--- config.mk ---
export PLATFORM = sky130hd
export DESIGN_NAME = dsp_mac_ctrl
export DESIGN_NICKNAME = d
export VERILOG_FILES = /design/src/rtl/dsp_mac_ctrl.sv
export SDC_FILE = /design/constraint.sdc
export NUM_CORES = 1
export LEC_CHECK = 0
export CAP_MARGIN = 0
export CELL_PAD_IN_SITES_DETAIL_PLACEMENT = 0
export CELL_PAD_IN_SITES_GLOBAL_PLACEMENT = 1
export CORE_AREA = 2 2 112 114
export DETAILED_ROUTE_END_ITERATION = 10
export DIE_AREA = 0 0 114 116
export DONT_BUFFER_PORTS = 1
export PLACE_DENSITY_LB_ADDON = 0.12
export SLEW_MARGIN = 20
export SYNTH_ARGS = -nofsm -noshare
export SYNTH_HDL_FRONTEND = slang
export SYNTH_SLANG_ARGS = --single-unit
--- constraint.sdc ---
create_clock -name CLK -period 3.74 [get_ports CLK]
set_clock_uncertainty 0.2 [all_clocks]
set_input_delay 0.374 -clock CLK [delete_from_list [all_inputs] [get_ports CLK]]
set_output_delay 0.374 -clock CLK [all_outputs]
set_load 0.01 [all_outputs]
--- src/rtl/dsp_mac_ctrl.sv ---
// Dot-product sequencer for a DSP48A1-style slice: streams signed A/B pairs into
// the multiplier, steers OPMODE to accumulate, and returns the final P per vector.
module dsp_mac_ctrl #(
    parameter int PIPE_LAT = 3,
    parameter int LEN_W    = 8
) (
    input  logic             CLK,
    input  logic             RST,
    input  logic             s_valid,
    output logic             s_ready,
    input  logic [17:0]      s_a,
    input  logic [17:0]      s_b,
    input  logic             s_last,
    input  logic             cfg_bias_en,
    input  logic [47:0]      cfg_bias,
    output logic             m_valid,
    input  logic             m_ready,
    output logic [47:0]      m_data,
    output logic [LEN_W-1:0] m_count,
    output logic [17:0]      dsp_a,
    output logic [17:0]      dsp_b,
    output logic [47:0]      dsp_c,
    output logic [7:0]       dsp_opmode,
    output logic             dsp_ce,
    input  logic [47:0]      dsp_p
);
    localparam int DW = (PIPE_LAT < 1) ? 1 : $clog2(PIPE_LAT + 1);

    localparam logic [7:0] OP_IDLE       = 8'h00;
    localparam logic [7:0] OP_FIRST      = 8'h01;
    localparam logic [7:0] OP_FIRST_BIAS = 8'h0D;
    localparam logic [7:0] OP_ACC        = 8'h09;
    localparam logic [7:0] OP_HOLD       = 8'h08;

    typedef enum logic [1:0] {
        IDLE  = 2'd0,
        ACCUM = 2'd1,
        DRAIN = 2'd2
    } state_t;

    state_t           state;
    logic [7:0]       op_stage;
    logic [LEN_W-1:0] beat_cnt;
    logic [DW-1:0]    drain_cnt;
    logic             accept;

    assign accept = s_valid && s_ready;
    assign dsp_c  = cfg_bias;
    assign dsp_ce = ~RST;

    // op_stage delays each beat's OPMODE by one extra cycle so it meets the
    // product at the slice's M stage rather than at the A1/B1 registers.
    always_ff @(posedge CLK) begin
        if (RST) begin
            state      <= IDLE;
            s_ready    <= 1'b0;
            m_valid    <= 1'b0;
            m_data     <= '0;
            m_count    <= '0;
            dsp_a      <= '0;
            dsp_b      <= '0;
            dsp_opmode <= OP_IDLE;
            op_stage   <= OP_IDLE;
            beat_cnt   <= '0;
            drain_cnt  <= '0;
        end else begin
            dsp_opmode <= op_stage;

            if (accept) begin
                dsp_a <= s_a;
                dsp_b <= s_b;
            end

            if (m_valid && m_ready) begin
                m_valid <= 1'b0;
            end

            case (state)
                IDLE: begin
                    op_stage <= OP_IDLE;
                    s_ready  <= 1'b1;
                    if (accept) begin
                        op_stage <= cfg_bias_en ? OP_FIRST_BIAS : OP_FIRST;
                        beat_cnt <= LEN_W'(1);
                        if (s_last) begin
                            state     <= DRAIN;
                            s_ready   <= 1'b0;
                            drain_cnt <= DW'(PIPE_LAT);
                        end else begin
                            state <= ACCUM;
                        end
                    end
                end

                ACCUM: begin
                    op_stage <= OP_HOLD;
                    s_ready  <= 1'b1;
                    if (accept) begin
                        op_stage <= OP_ACC;
                        if (beat_cnt != '1) begin
                            beat_cnt <= beat_cnt + LEN_W'(1);
                        end
                        if (s_last) begin
                            state     <= DRAIN;
                            s_ready   <= 1'b0;
                            drain_cnt <= DW'(PIPE_LAT);
                        end
                    end
                end

                // P is frozen under HOLD, so an unread previous result can stall us here safely.
                DRAIN: begin
                    op_stage <= OP_HOLD;
                    s_ready  <= 1'b0;
                    if (drain_cnt != '0) begin
                        drain_cnt <= drain_cnt - DW'(1);
                    end else if (!m_valid || m_ready) begin
                        m_data  <= dsp_p;
                        m_count <= beat_cnt;
                        m_valid <= 1'b1;
                        state   <= IDLE;
                        s_ready <= 1'b1;
                    end
                end

                default: begin
                    state    <= IDLE;
                    op_stage <= OP_IDLE;
                    s_ready  <= 1'b0;
                end
            endcase
        end
    end

endmodule
==> out/metrics.json, run 1 <==
{
  "worst_setup_path": {
    "cp_top_family": "simple AND/OR/NAND/NOR gates",
    "worst_path_fanout_max": 56,
    "critical_path.max_stage_delay_ps": 890,
    "path_depth": 5,
    "cp-startpoint": "state[0]$_SDFFE_PP0P_",
    "critPathSlowestCell": "sky130_fd_sc_hd__and3_2",
    "buffers_and_inverters_on_the_worst_path": 1,
    "timing.critical_path.required_ps": 3820,
    "rrSetupSlack_ps": 1530,
    "type_of_the_worst_setup_path": "register to register",
    "cp_cell_instances": "inv_1, ha_1, and3_2, nand2_1, a21oi_1",
    "cp_endpoint": "m_data[46]$_SDFFE_PP0P_",
    "cp-start-kind": "register",
    "worst-endpoint-arrival_ps": 2290,
    "critical_path.reg2reg.startpoint": "state[0]$_SDFFE_PP0P_",
    "rr_endpoint": "m_data[46]$_SDFFE_PP0P_",
    "worstSetupEndpointType": "register",
    "ff2ff_path_depth": 5
  },
  "synthesis": {
    "synth_fa_ha_area_share_pct": 2.462,
    "synth-compound-area-share_pct": 16.06,
    "fraction_of_post_synthesis_cell_area_in_the_top_cell_type_by_area_pct": 49.02,
    "yosys.area.top_type": "sky130_fd_sc_hd__dfxtp_1",
    "synth_area_leaders": "sky130_fd_sc_hd__dfxtp_1 (49%), sky130_fd_sc_hd__nand2_1 (16%), sky130_fd_sc_hd__a21oi_1 (11%), sky130_fd_sc_hd__buf_4 (8.7%), sky130_fd_sc_hd__ha_1 (2.5%)",
    "syn_avg_cell_area_um2": 8.068,
    "syn-instance-count": 567,
    "proportion_of_synthesized_chip_area_in_sequential_cells_pct": 49.02,
    "combinational_family_with_the_most_area_after_synthesis": "simple AND/OR/NAND/NOR gates",
    "netlist_area_mm2": 0.004574,
    "multiplexer_fraction_of_the_synthesized_cell_area_pct": 0,
    "synth.lib_cells_used.distinct": 40,
    "synth-simple-area-share_pct": 19.78,
    "synth_warnings": 0,
    "yosys_register_bits": 112,
    "synthXorXnorAreaFrac_pct": 0
  },
  "power_and_ir_drop": {
    "report.power.total_mw": 3.290,
    "power.sequential.fraction_pct": 48.6,
    "power_switching_mw": 1.113,
    "power.ir.vdd_worst_mv": 0.3068,
    "p_leak_nw": 1.926,
    "power_density_mw_per_mm2": 604.6,
    "intPower_mw": 2.177,
    "netSwitchingFraction_pct": 33.83,
    "combPwrFrac_pct": 22.5,
    "pwr-share-clk_pct": 28.9
  },
  "placed_design": {
    "io_buffers": 0,
    "place_worst_setup_slack_ps": 1513,
    "post_dp_cell_area_mm2": 0.004265,
    "rd_place_congestion": 0.7678,
    "place.detailed.instances": 635,
    "placed_wire_length_estimate_after_detailed_placement_mm": 6.778
  },
  "cells_and_area": {
    "most-common-layout-cells": "sky130_fd_sc_hd__nand2_1 (193), sky130_fd_sc_hd__dfxtp_1 (112), sky130_fd_sc_hd__a21oi_1 (100), sky130_fd_sc_hd__dlygate4sd3_1 (86), sky130_fd_sc_hd__inv_1 (12)",
    "fin_util_pct": 45.69,
    "final-instance-count-excl-fill": 738,
    "num-fill-cells": 1158,
    "nets": 733,
    "drive_above_1_share_pct": 4.738,
    "final_common_cell": "sky130_fd_sc_hd__nand2_1",
    "postLayoutCellArea_mm2": 0.005443,
    "antenna_cells": 0,
    "area.growth.synth_to_final_pct": 18.98
  },
  "clock_network": {
    "clock_path_buffers": 2,
    "post_cts.resized_instances": 0,
    "cts_root_buf": "sky130_fd_sc_hd__clkbuf_16",
    "clock-sinks": 112,
    "tritoncts": "built",
    "cts-buffers-inserted": 9,
    "hold_buffers": 87,
    "cts.reportedPaths.clkPinSlew_ps": 70,
    "worst_skew_pair.late_latency_ps": 350,
    "number_of_buffers_added_for_setup_after_cts": 0,
    "number_of_levels_the_h_tree_was_split_into": 3
  },
  "timing": {
    "fin_worst_hold_slack_ps": 36.56,
    "relative_slew_slack_pct": 32.07,
    "rsz_0062_raised_after_global_routing": "false",
    "max_clock_freq_mhz": 451.9,
    "final-max-slew-violation-count": 0,
    "setup-tns-final_ps": 0,
    "setup-violations-final": 0,
    "final_period_minus_worst_setup_slack_ps": 2213,
    "finalCritPeriodShare_pct": 59.17,
    "hold_viol_final": 0,
    "worst-slew-pin-transition_ps": 1019,
    "setup_ws_ps": 1527
  },
  "floorplan": {
    "die_area_mm2": 0.01322,
    "ios": 289,
    "die_x_um": 114,
    "placeableCoreArea_mm2": 0.01191,
    "std_cell_rows": 40,
    "fp.dieH_um": 116,
    "floorplan.initialDensity_pct": 38.40
  },
  "route": {
    "dr_pass1_iterations": 4,
    "drt-wirelength-per-cell_um": 15.21,
    "antenna_violating_nets_post_route": 0,
    "drt-initial-drc-count": 202,
    "drc_errors": 0,
    "detail_route.wirelength_mm": 11.23,
    "post_drt_via_cell_ratio": 4.954,
    "dr_total_vias": 3656
  },
  "hold_path": {
    "holdCritPathClass": "input port to register"
  },
  "global_routing": {
    "antenna_violations_before_repair": 0,
    "first_global_vias": 3486,
    "grt_start_max_net_pins": 107,
    "grt.total_usage_pct": 15.97,
    "grt_pass1_wl_mm": 16.89,
    "total_gr_overflow": 0
  },
  "job": {
    "cap_viol_max_count": 0
  },
  "outcome": {
    "run_status": "finished, final reports clean"
  }
}
## worst min-delay path by stage
stage	startpoint	endpoint	cells past startpoint
finish	cfg_bias_en	op_stage[2]$_SDFF_PP0_	1
global route	cfg_bias_en	op_stage[2]$_SDFF_PP0_	1
CTS	cfg_bias_en	op_stage[2]$_SDFF_PP0_	1
detailed placement	op_stage[3]$_SDFF_PP0_	dsp_opmode[3]$_SDFF_PP0_	1
global placement	op_stage[0]$_SDFF_PP0_	dsp_opmode[0]$_SDFF_PP0_	1
floorplan	op_stage[0]$_SDFF_PP0_	dsp_opmode[0]$_SDFF_PP0_	1
## power groups by stage
stage / Sequential (mW) / Clock (mW) / Combinational (mW)
after floorplan: 1.58 / 0 / 0.612
after detailed placement: 1.63 / 0 / 0.654
after global routing: 1.62 / 1.04 / 0.846
after global placement: 1.62 / 0 / 0.638
final: 1.60 / 0.952 / 0.739
after CTS: 1.60 / 0.992 / 0.751
## worst register-to-register path, cell delays in order, from the launching register on
cell and delay [ps]:
sky130_fd_sc_hd__dfxtp_1 350, sky130_fd_sc_hd__inv_1 140, sky130_fd_sc_hd__ha_1 230, sky130_fd_sc_hd__and3_2 890, sky130_fd_sc_hd__nand2_1 180, sky130_fd_sc_hd__a21oi_1 150
## area by class of cell
type | instances | area, um^2 | share of cell area, %
clock buffers | 10 | 229.0 | 4.207
clock inverters | 6 | 60.06 | 1.103
inverters | 12 | 45.04 | 0.8276
multi-input cells | 362 | 1779 | 32.69
flip-flops and latches | 112 | 2242 | 41.20
well taps | 147 | 183.9 | 3.379
repair buffers | 89 | 903.4 | 16.60
## registers in the layout (all words and copies together), names as in the netlist
signal	flops
op_stage	3
s_ready	1
dsp_a	18
m_count	8
m_data	48
dsp_opmode	3
state	2
drain_cnt	2
beat_cnt	8
m_valid	1
dsp_b	18
## Yosys cell counts
cell type	instances
sky130_fd_sc_hd__nand2_1	194
sky130_fd_sc_hd__dfxtp_1	112
sky130_fd_sc_hd__a21oi_1	100
sky130_fd_sc_hd__buf_4	53
sky130_fd_sc_hd__clkbuf_1	17
sky130_fd_sc_hd__inv_1	12
sky130_fd_sc_hd__buf_2	11
sky130_fd_sc_hd__ha_1	9
sky130_fd_sc_hd__nand3_1	7
sky130_fd_sc_hd__buf_1	4
sky130_fd_sc_hd__nor2_1	4
sky130_fd_sc_hd__a211oi_1	3
sky130_fd_sc_hd__a21o_1	3
sky130_fd_sc_hd__nor2b_1	3
sky130_fd_sc_hd__o21ai_0	3
sky130_fd_sc_hd__a21boi_0	2
sky130_fd_sc_hd__and2_1	2
sky130_fd_sc_hd__and3_1	2
sky130_fd_sc_hd__nand3_2	2
sky130_fd_sc_hd__nor4_1	2
sky130_fd_sc_hd__o32ai_1	2
sky130_fd_sc_hd__or4_1	2
sky130_fd_sc_hd__a211o_1	1
sky130_fd_sc_hd__a2bb2oi_1	1
sky130_fd_sc_hd__a311oi_1	1
sky130_fd_sc_hd__a31o_1	1
sky130_fd_sc_hd__a31o_2	1
sky130_fd_sc_hd__and4_1	1
sky130_fd_sc_hd__conb_1	1
sky130_fd_sc_hd__nand2b_1	1
sky130_fd_sc_hd__nor3b_1	1
sky130_fd_sc_hd__o2111ai_1	1
sky130_fd_sc_hd__o211a_4	1
sky130_fd_sc_hd__o21a_1	1
sky130_fd_sc_hd__o2bb2ai_1	1
sky130_fd_sc_hd__o311ai_4	1
sky130_fd_sc_hd__o31ai_1	1
sky130_fd_sc_hd__o31ai_4	1
sky130_fd_sc_hd__or2_2	1
sky130_fd_sc_hd__or3_1	1
## cells by family (layout without fill, tap and decap cells)
| group | Yosys count | in the layout |
|---|---|---|
| buf+inv | 97 | 117 |
| fa+ha+maj | 9 | 9 |
| other cells | 1 | 5 |
| flops | 112 | 112 |
| simple gates | 223 | 223 |
| compound gates | 125 | 125 |
## metal layers
layer	track usage (%)	vias up	share of wire, %	wire, um
li1	-	1826	-	-
met1	17.82	1655	41	4628
met2	28.13	150	48	5427
met3	5.649	25	8.5	949
met4	5.935	0	2.0	221
met5	0	-	0	0
Note: power is estimated with default switching activity, not from simulation.
==> run 2: changes to the inputs <==
--- a/config.mk
+++ b/config.mk
@@ -8,9 +8,9 @@
 export CAP_MARGIN = 0
 export CELL_PAD_IN_SITES_DETAIL_PLACEMENT = 0
 export CELL_PAD_IN_SITES_GLOBAL_PLACEMENT = 1
-export CORE_AREA = 2 2 112 114
+export CORE_AREA = 2 2 111 113
 export DETAILED_ROUTE_END_ITERATION = 10
-export DIE_AREA = 0 0 114 116
+export DIE_AREA = 0 0 113 115
 export DONT_BUFFER_PORTS = 1
 export PLACE_DENSITY_LB_ADDON = 0.12
 export SLEW_MARGIN = 20
==> constraint.sdc (replaced) <==
create_clock -name CLK -period 2.2 [get_ports CLK]
set_clock_uncertainty 0.2 [all_clocks]
set_input_delay 0.22 -clock CLK [delete_from_list [all_inputs] [get_ports CLK]]
set_output_delay 0.22 -clock CLK [all_outputs]
set_load 0.01 [all_outputs]
==> out/metrics.json, run 2 (synthesis gave the netlist of run 1 again) <==
{
  "outcome": {
    "run_status": "finished with violations",
    "violated_checks": "DRC, hold timing"
  },
  "worst_setup_path": {
    "worst_path_fanout_max": 11,
    "ff2ff_path_depth": 5,
    "rrSetupSlack_ps": 150,
    "cp-start-kind": "register",
    "worst-endpoint-arrival_ps": 2120,
    "rr_endpoint": "beat_cnt[6]$_SDFFE_PP0P_",
    "timing.critical_path.required_ps": 2270,
    "critical_path.reg2reg.startpoint": "state[1]$_SDFFE_PP0P_",
    "worstSetupEndpointType": "register",
    "type_of_the_worst_setup_path": "register to register"
  },
  "floorplan": {
    "die_area_mm2": 0.01300,
    "floorplan.initialDensity_pct": 38.73,
    "ios": 289,
    "fp.dieH_um": 115,
    "std_cell_rows": 40,
    "die_x_um": 113,
    "placeableCoreArea_mm2": 0.01181
  },
  "power_and_ir_drop": {
    "power.ir.vdd_worst_mv": 0.5078,
    "pwr-share-clk_pct": 30.3,
    "combPwrFrac_pct": 21.8,
    "netSwitchingFraction_pct": 32.07,
    "power_switching_mw": 1.819,
    "power.sequential.fraction_pct": 47.9,
    "report.power.total_mw": 5.672,
    "p_leak_nw": 1.706,
    "power_density_mw_per_mm2": 1174,
    "intPower_mw": 3.853
  },
  "global_routing": {
    "total_gr_overflow": 0,
    "first_global_vias": 3239,
    "grt.met2_usage_pct": 24.91,
    "met3_track_demand_over_resource_in_global_routing_pct": 6.115,
    "grt_most_used_layer": "met2",
    "grt_start_max_net_pins": 113,
    "antenna_violations_before_repair": 0,
    "grt_pass1_wl_mm": 16.14,
    "grt.total_usage_pct": 15.51,
    "grt_util_met1_pct": 18.41
  },
  "route": {
    "drt-wirelength-per-cell_um": 15.63,
    "dr_total_vias": 3457,
    "antenna_violating_nets_post_route": 0,
    "dr_pass1_iterations": 7,
    "drc_errors": 18,
    "drt-initial-drc-count": 233,
    "detail_route.wirelength_mm": 10.47,
    "post_drt_via_cell_ratio": 5.160
  },
  "job": {
    "cap_viol_max_count": 0
  },
  "timing": {
    "max_clock_freq_mhz": 488.7,
    "rsz_0062_raised_after_global_routing": "false",
    "final_period_minus_worst_setup_slack_ps": 2046,
    "final-max-slew-violation-count": 0,
    "setup-violations-final": 0,
    "fin_worst_hold_slack_ps": -259.5,
    "finalCritPeriodShare_pct": 93.02,
    "setup-tns-final_ps": 0,
    "hold_viol_final": 92
  },
  "cells_and_area": {
    "drive_above_1_share_pct": 5.163,
    "regMostFlops": "m_data",
    "largest_registers": "m_data x48, dsp_a x18, dsp_b x18",
    "multi_input_gate_area_in_the_final_layout_mm2": 0.001778,
    "nets": 667,
    "num-fill-cells": 1214,
    "area.growth.synth_to_final_pct": 5.580,
    "most-common-layout-cells": "sky130_fd_sc_hd__nand2_1 (194), sky130_fd_sc_hd__dfxtp_1 (112), sky130_fd_sc_hd__a21oi_1 (100), sky130_fd_sc_hd__dlygate4sd3_1 (19), sky130_fd_sc_hd__inv_1 (12)",
    "flip_flop_count_of_the_largest_register_after_layout": 48,
    "layout.area.seq_mm2": 0.002242,
    "antenna_cells": 0,
    "postLayoutCellArea_mm2": 0.004830,
    "final_common_cell": "sky130_fd_sc_hd__nand2_1"
  },
  "placed_design": {
    "post_dp_cell_area_mm2": 0.004328,
    "placed_wire_length_estimate_after_detailed_placement_mm": 6.842,
    "rd_place_congestion": 0.7807,
    "io_buffers": 0
  },
  "hold_path": {
    "hold-path-cell-count": 1,
    "worstHoldEndpoint": "m_data[2]$_SDFFE_PP0P_",
    "holdCritPathClass": "input port to register",
    "hold_path.startpoint": "RST"
  },
  "clock_network": {
    "clock-sinks": 112,
    "tritoncts": "built",
    "clock_path_buffers": 2,
    "hold_buffers": 19,
    "number_of_buffers_added_for_setup_after_cts": 0,
    "cts-buffers-inserted": 9,
    "cts.reportedPaths.clkPinSlew_ps": 70,
    "number_of_levels_the_h_tree_was_split_into": 3,
    "cts_root_buf": "sky130_fd_sc_hd__clkbuf_16",
    "worst_skew_pair.late_latency_ps": 340
  }
}
run 2: changes by cell type in the layout (fill, tap and decap cells not counted), sizes merged:
cell and change:
buf +1, bufinv +1, clkbuf +1, clkinv -3, clkinvlp -1, dlygate4sd3 -67
run 2: power groups by stage:
stage | logic (mW) | registers, mW | clock network [mW]
2_1_floorplan | 1.04 | 2.69 | 0
4_1_cts | 1.27 | 2.72 | 1.79
6_report | 1.24 | 2.72 | 1.72
3_3_place_gp | 1.17 | 2.76 | 0
5_1_grt | 1.44 | 2.75 | 1.86
3_5_place_dp | 1.21 | 2.77 | 0
run 2: layer usage:
metal / vias up / part of all wire (%)
li1: 1686 / -
met1: 1597 / 40
met2: 159 / 47
met3: 15 / 11
met4: 0 / 1.5
met5: - / 0
run 2: stage by stage:
stage                     util (%)  std cells  setup WS [ps]
after CTS                    40.88        670          87.73
after floorplan                  -        571          374.7
after global routing         40.89        670          45.94
after global placement       36.64        637          234.7
final                        40.89        670          153.6
after detailed placement     36.64        637          187.4
run 2: worst max path at each step:
stage                     startpoint                  endpoint  slack, ps
2_1_floorplan  state[0]$_SDFFE_PP0P_  beat_cnt[6]$_SDFFE_PP0P_        370
3_3_place_gp   state[0]$_SDFFE_PP0P_  beat_cnt[6]$_SDFFE_PP0P_        230
3_5_place_dp   state[1]$_SDFFE_PP0P_     state[1]$_SDFFE_PP0P_        190
4_1_cts           s_ready$_SDFF_PP0_    op_stage[2]$_SDFF_PP0_         90
5_1_grt        state[1]$_SDFFE_PP0P_     state[1]$_SDFFE_PP0P_         50
6_report       state[1]$_SDFFE_PP0P_  beat_cnt[6]$_SDFFE_PP0P_        150
run 2: cell type report:
type	instances	area share, %
flip-flops and latches	112	46.42
multi-input cells	362	36.81
repair buffers	23	5.596
clock buffers	11	5.026
well taps	147	3.808
clock inverters	3	1.399
inverters	12	0.9326
run 2: critical path, stage by stage (launching register included):
cell and delay, ps:
sky130_fd_sc_hd__dfxtp_1 370, sky130_fd_sc_hd__inv_1 130, sky130_fd_sc_hd__ha_1 460, sky130_fd_sc_hd__o311ai_4 240, sky130_fd_sc_hd__or4_1 430, sky130_fd_sc_hd__a21oi_1 140
run 2: what timing repair did:
action | in CTS | in global routing
gates resized for setup | 0 | 2
setup endpoints to repair | 0 | 5
endpoints found under the hold margin | 112 | 94
==> run 3: changes to the inputs <==
--- a/config.mk
+++ b/config.mk
@@ -8,9 +8,10 @@
 export CAP_MARGIN = 0
 export CELL_PAD_IN_SITES_DETAIL_PLACEMENT = 0
 export CELL_PAD_IN_SITES_GLOBAL_PLACEMENT = 1
-export CORE_AREA = 2 2 111 113
+export CORE_AREA = 2 2 112 114
+export CTS_BUF_LIST = sky130_fd_sc_hd__clkbuf_8
 export DETAILED_ROUTE_END_ITERATION = 10
-export DIE_AREA = 0 0 113 115
+export DIE_AREA = 0 0 114 116
 export DONT_BUFFER_PORTS = 1
 export PLACE_DENSITY_LB_ADDON = 0.12
 export SLEW_MARGIN = 20
==> out/metrics.json, run 3 (synthesis gave the netlist of run 1 again) <==
{
  "clock_network": {
    "cts.reportedPaths.clkPinSlew_ps": 90,
    "number_of_levels_the_h_tree_was_split_into": 3,
    "clock_path_buffers": 2,
    "cts_root_buf": "sky130_fd_sc_hd__clkbuf_8",
    "worst_skew_pair.late_latency_ps": 350,
    "tritoncts": "built",
    "number_of_buffers_added_for_setup_after_cts": 0,
    "cts-buffers-inserted": 9,
    "clock-sinks": 112
  },
  "global_routing": {
    "first_global_vias": 3583,
    "grt_start_max_net_pins": 91,
    "total_gr_overflow": 0,
    "antenna_violations_before_repair": 0,
    "grt.total_usage_pct": 15.77,
    "grt_pass1_wl_mm": 16.88
  },
  "floorplan": {
    "die_x_um": 114,
    "fp.dieH_um": 116,
    "die_area_mm2": 0.01322,
    "placeableCoreArea_mm2": 0.01191,
    "std_cell_rows": 40,
    "floorplan.initialDensity_pct": 38.40,
    "ios": 289
  },
  "worst_setup_path": {
    "worst_path_fanout_max": 12,
    "timing.critical_path.required_ps": 2300,
    "cp-start-kind": "register",
    "type_of_the_worst_setup_path": "register to register",
    "worst-endpoint-arrival_ps": 2140,
    "worstSetupEndpointType": "register"
  },
  "placed_design": {
    "place_worst_setup_slack_ps": 220.0,
    "io_buffers": 0,
    "placed_wire_length_estimate_after_detailed_placement_mm": 6.709,
    "rd_place_congestion": 0.7717
  },
  "timing": {
    "setup-violations-final": 0,
    "fin_worst_hold_slack_ps": -11.06,
    "max_clock_freq_mhz": 492.2,
    "final_period_minus_worst_setup_slack_ps": 2032,
    "worst-slew-pin-transition_ps": 621.1,
    "setup_ws_ps": 168.5,
    "relative_slew_slack_pct": 58.60,
    "hold_viol_final": 1,
    "finalCritPeriodShare_pct": 92.34,
    "setup-tns-final_ps": 0,
    "final-max-slew-violation-count": 0,
    "rsz_0062_raised_after_global_routing": "true"
  },
  "job": {
    "cap_viol_max_count": 0
  },
  "cells_and_area": {
    "drive_above_1_share_pct": 5.158,
    "fin_util_pct": 45.71,
    "antenna_cells": 0,
    "num-fill-cells": 1204,
    "nets": 744,
    "layout.area.seq_mm2": 0.002242,
    "flip_flop_count_of_the_largest_register_after_layout": 48,
    "area.growth.synth_to_final_pct": 19.04,
    "largest_registers": "m_data x48, dsp_a x18, dsp_b x18",
    "final_common_cell": "sky130_fd_sc_hd__nand2_1",
    "multi_input_gate_area_in_the_final_layout_mm2": 0.001780,
    "regMostFlops": "m_data",
    "most-common-layout-cells": "sky130_fd_sc_hd__nand2_1 (193), sky130_fd_sc_hd__dfxtp_1 (112), sky130_fd_sc_hd__a21oi_1 (100), sky130_fd_sc_hd__dlygate4sd3_1 (93), sky130_fd_sc_hd__inv_1 (14)"
  },
  "outcome": {
    "run_status": "finished with violations",
    "violated_checks": "hold timing"
  },
  "power_and_ir_drop": {
    "p_leak_nw": 1.979,
    "power_density_mw_per_mm2": 952.2,
    "power.ir.vdd_worst_mv": 0.4886,
    "report.power.total_mw": 5.185
  },
  "route": {
    "post_drt_via_cell_ratio": 4.960,
    "antenna_violating_nets_post_route": 0,
    "detail_route.wirelength_mm": 11.08,
    "drt-initial-drc-count": 230,
    "drc_errors": 0,
    "dr_total_vias": 3710,
    "dr_pass1_iterations": 4,
    "drt-wirelength-per-cell_um": 14.81
  },
  "hold_path": {
    "holdCritPathClass": "input port to register"
  }
}
run 3: changes by cell type in the layout (fill, tap and decap cells not counted), sizes merged:
cell	delta
bufinv	-2
buf	+3
inv	+2
clkinvlp	+1
dlygate4sd3	+74
run 3: stage by stage:
step                cells  area, um^2  hold slack, ps
CTS                   748        5438           51.96
floorplan             571        4589           156.0
finish                748        5445          -11.06
detailed placement    639        4305           100.8
global route          748        5445           1.507
global placement      639        4305           97.78
run 3: worst max-delay path, cell delays in order, from the launching register on:
cell and delay [ps]:
sky130_fd_sc_hd__dfxtp_1 500, sky130_fd_sc_hd__and2_2 350, sky130_fd_sc_hd__buf_4 200, sky130_fd_sc_hd__nand2_1 70, sky130_fd_sc_hd__a21oi_1 110, sky130_fd_sc_hd__dlygate4sd3_1 560
run 3: routing by layer:
| metal | GRT usage (%) | part of all wire (%) | routed length [um] | vias up |
|---|---|---|---|---|
| li1 | - | - | - | 1841 |
| met1 | 17.92 | 41 | 4522 | 1701 |
| met2 | 27.86 | 49 | 5427 | 147 |
| met3 | 5.492 | 8.6 | 958 | 21 |
| met4 | 5.041 | 1.5 | 170 | 0 |
| met5 | 0 | 0 | 0 | - |
run 3: report_power, final:
part / switching (mW) / internal (mW) / total [mW]
Sequential: 0.357 / 2.35 / 2.71
Combinational: 0.808 / 0.558 / 1.37
Clock: 0.648 / 0.461 / 1.11
Total: 1.81 / 3.37 / 5.18
run 3: final cells by class:
type / instances / share of cell area [%]
flip-flops and latches: 112 / 41.18
multi-input cells: 362 / 32.70
repair buffers: 100 / 18.73
well taps: 147 / 3.378
clock buffers: 11 / 2.780
inverters: 12 / 0.8272
clock inverters: 4 / 0.4136
run 3: repair_timing:
item,CTS,global route
hold buffers,94,0
endpoints found under the hold margin,112,0
setup endpoints to repair,0,17
resized for setup,0,4
run 3: final timing paths:
check,slack [ps],cells past startpoint,from,end
worst min-delay path,-10,3,s_valid,dsp_b[5]$_SDFFE_PP0P_
worst max-delay path,170,5,s_ready$_SDFF_PP0_,dsp_b[4]$_SDFFE_PP0P_
worst min register to register,300,2,beat_cnt[6]$_SDFFE_PP0P_,m_count[6]$_SDFFE_PP0P_
worst max register to register,170,5,s_ready$_SDFF_PP0_,dsp_b[4]$_SDFFE_PP0P_
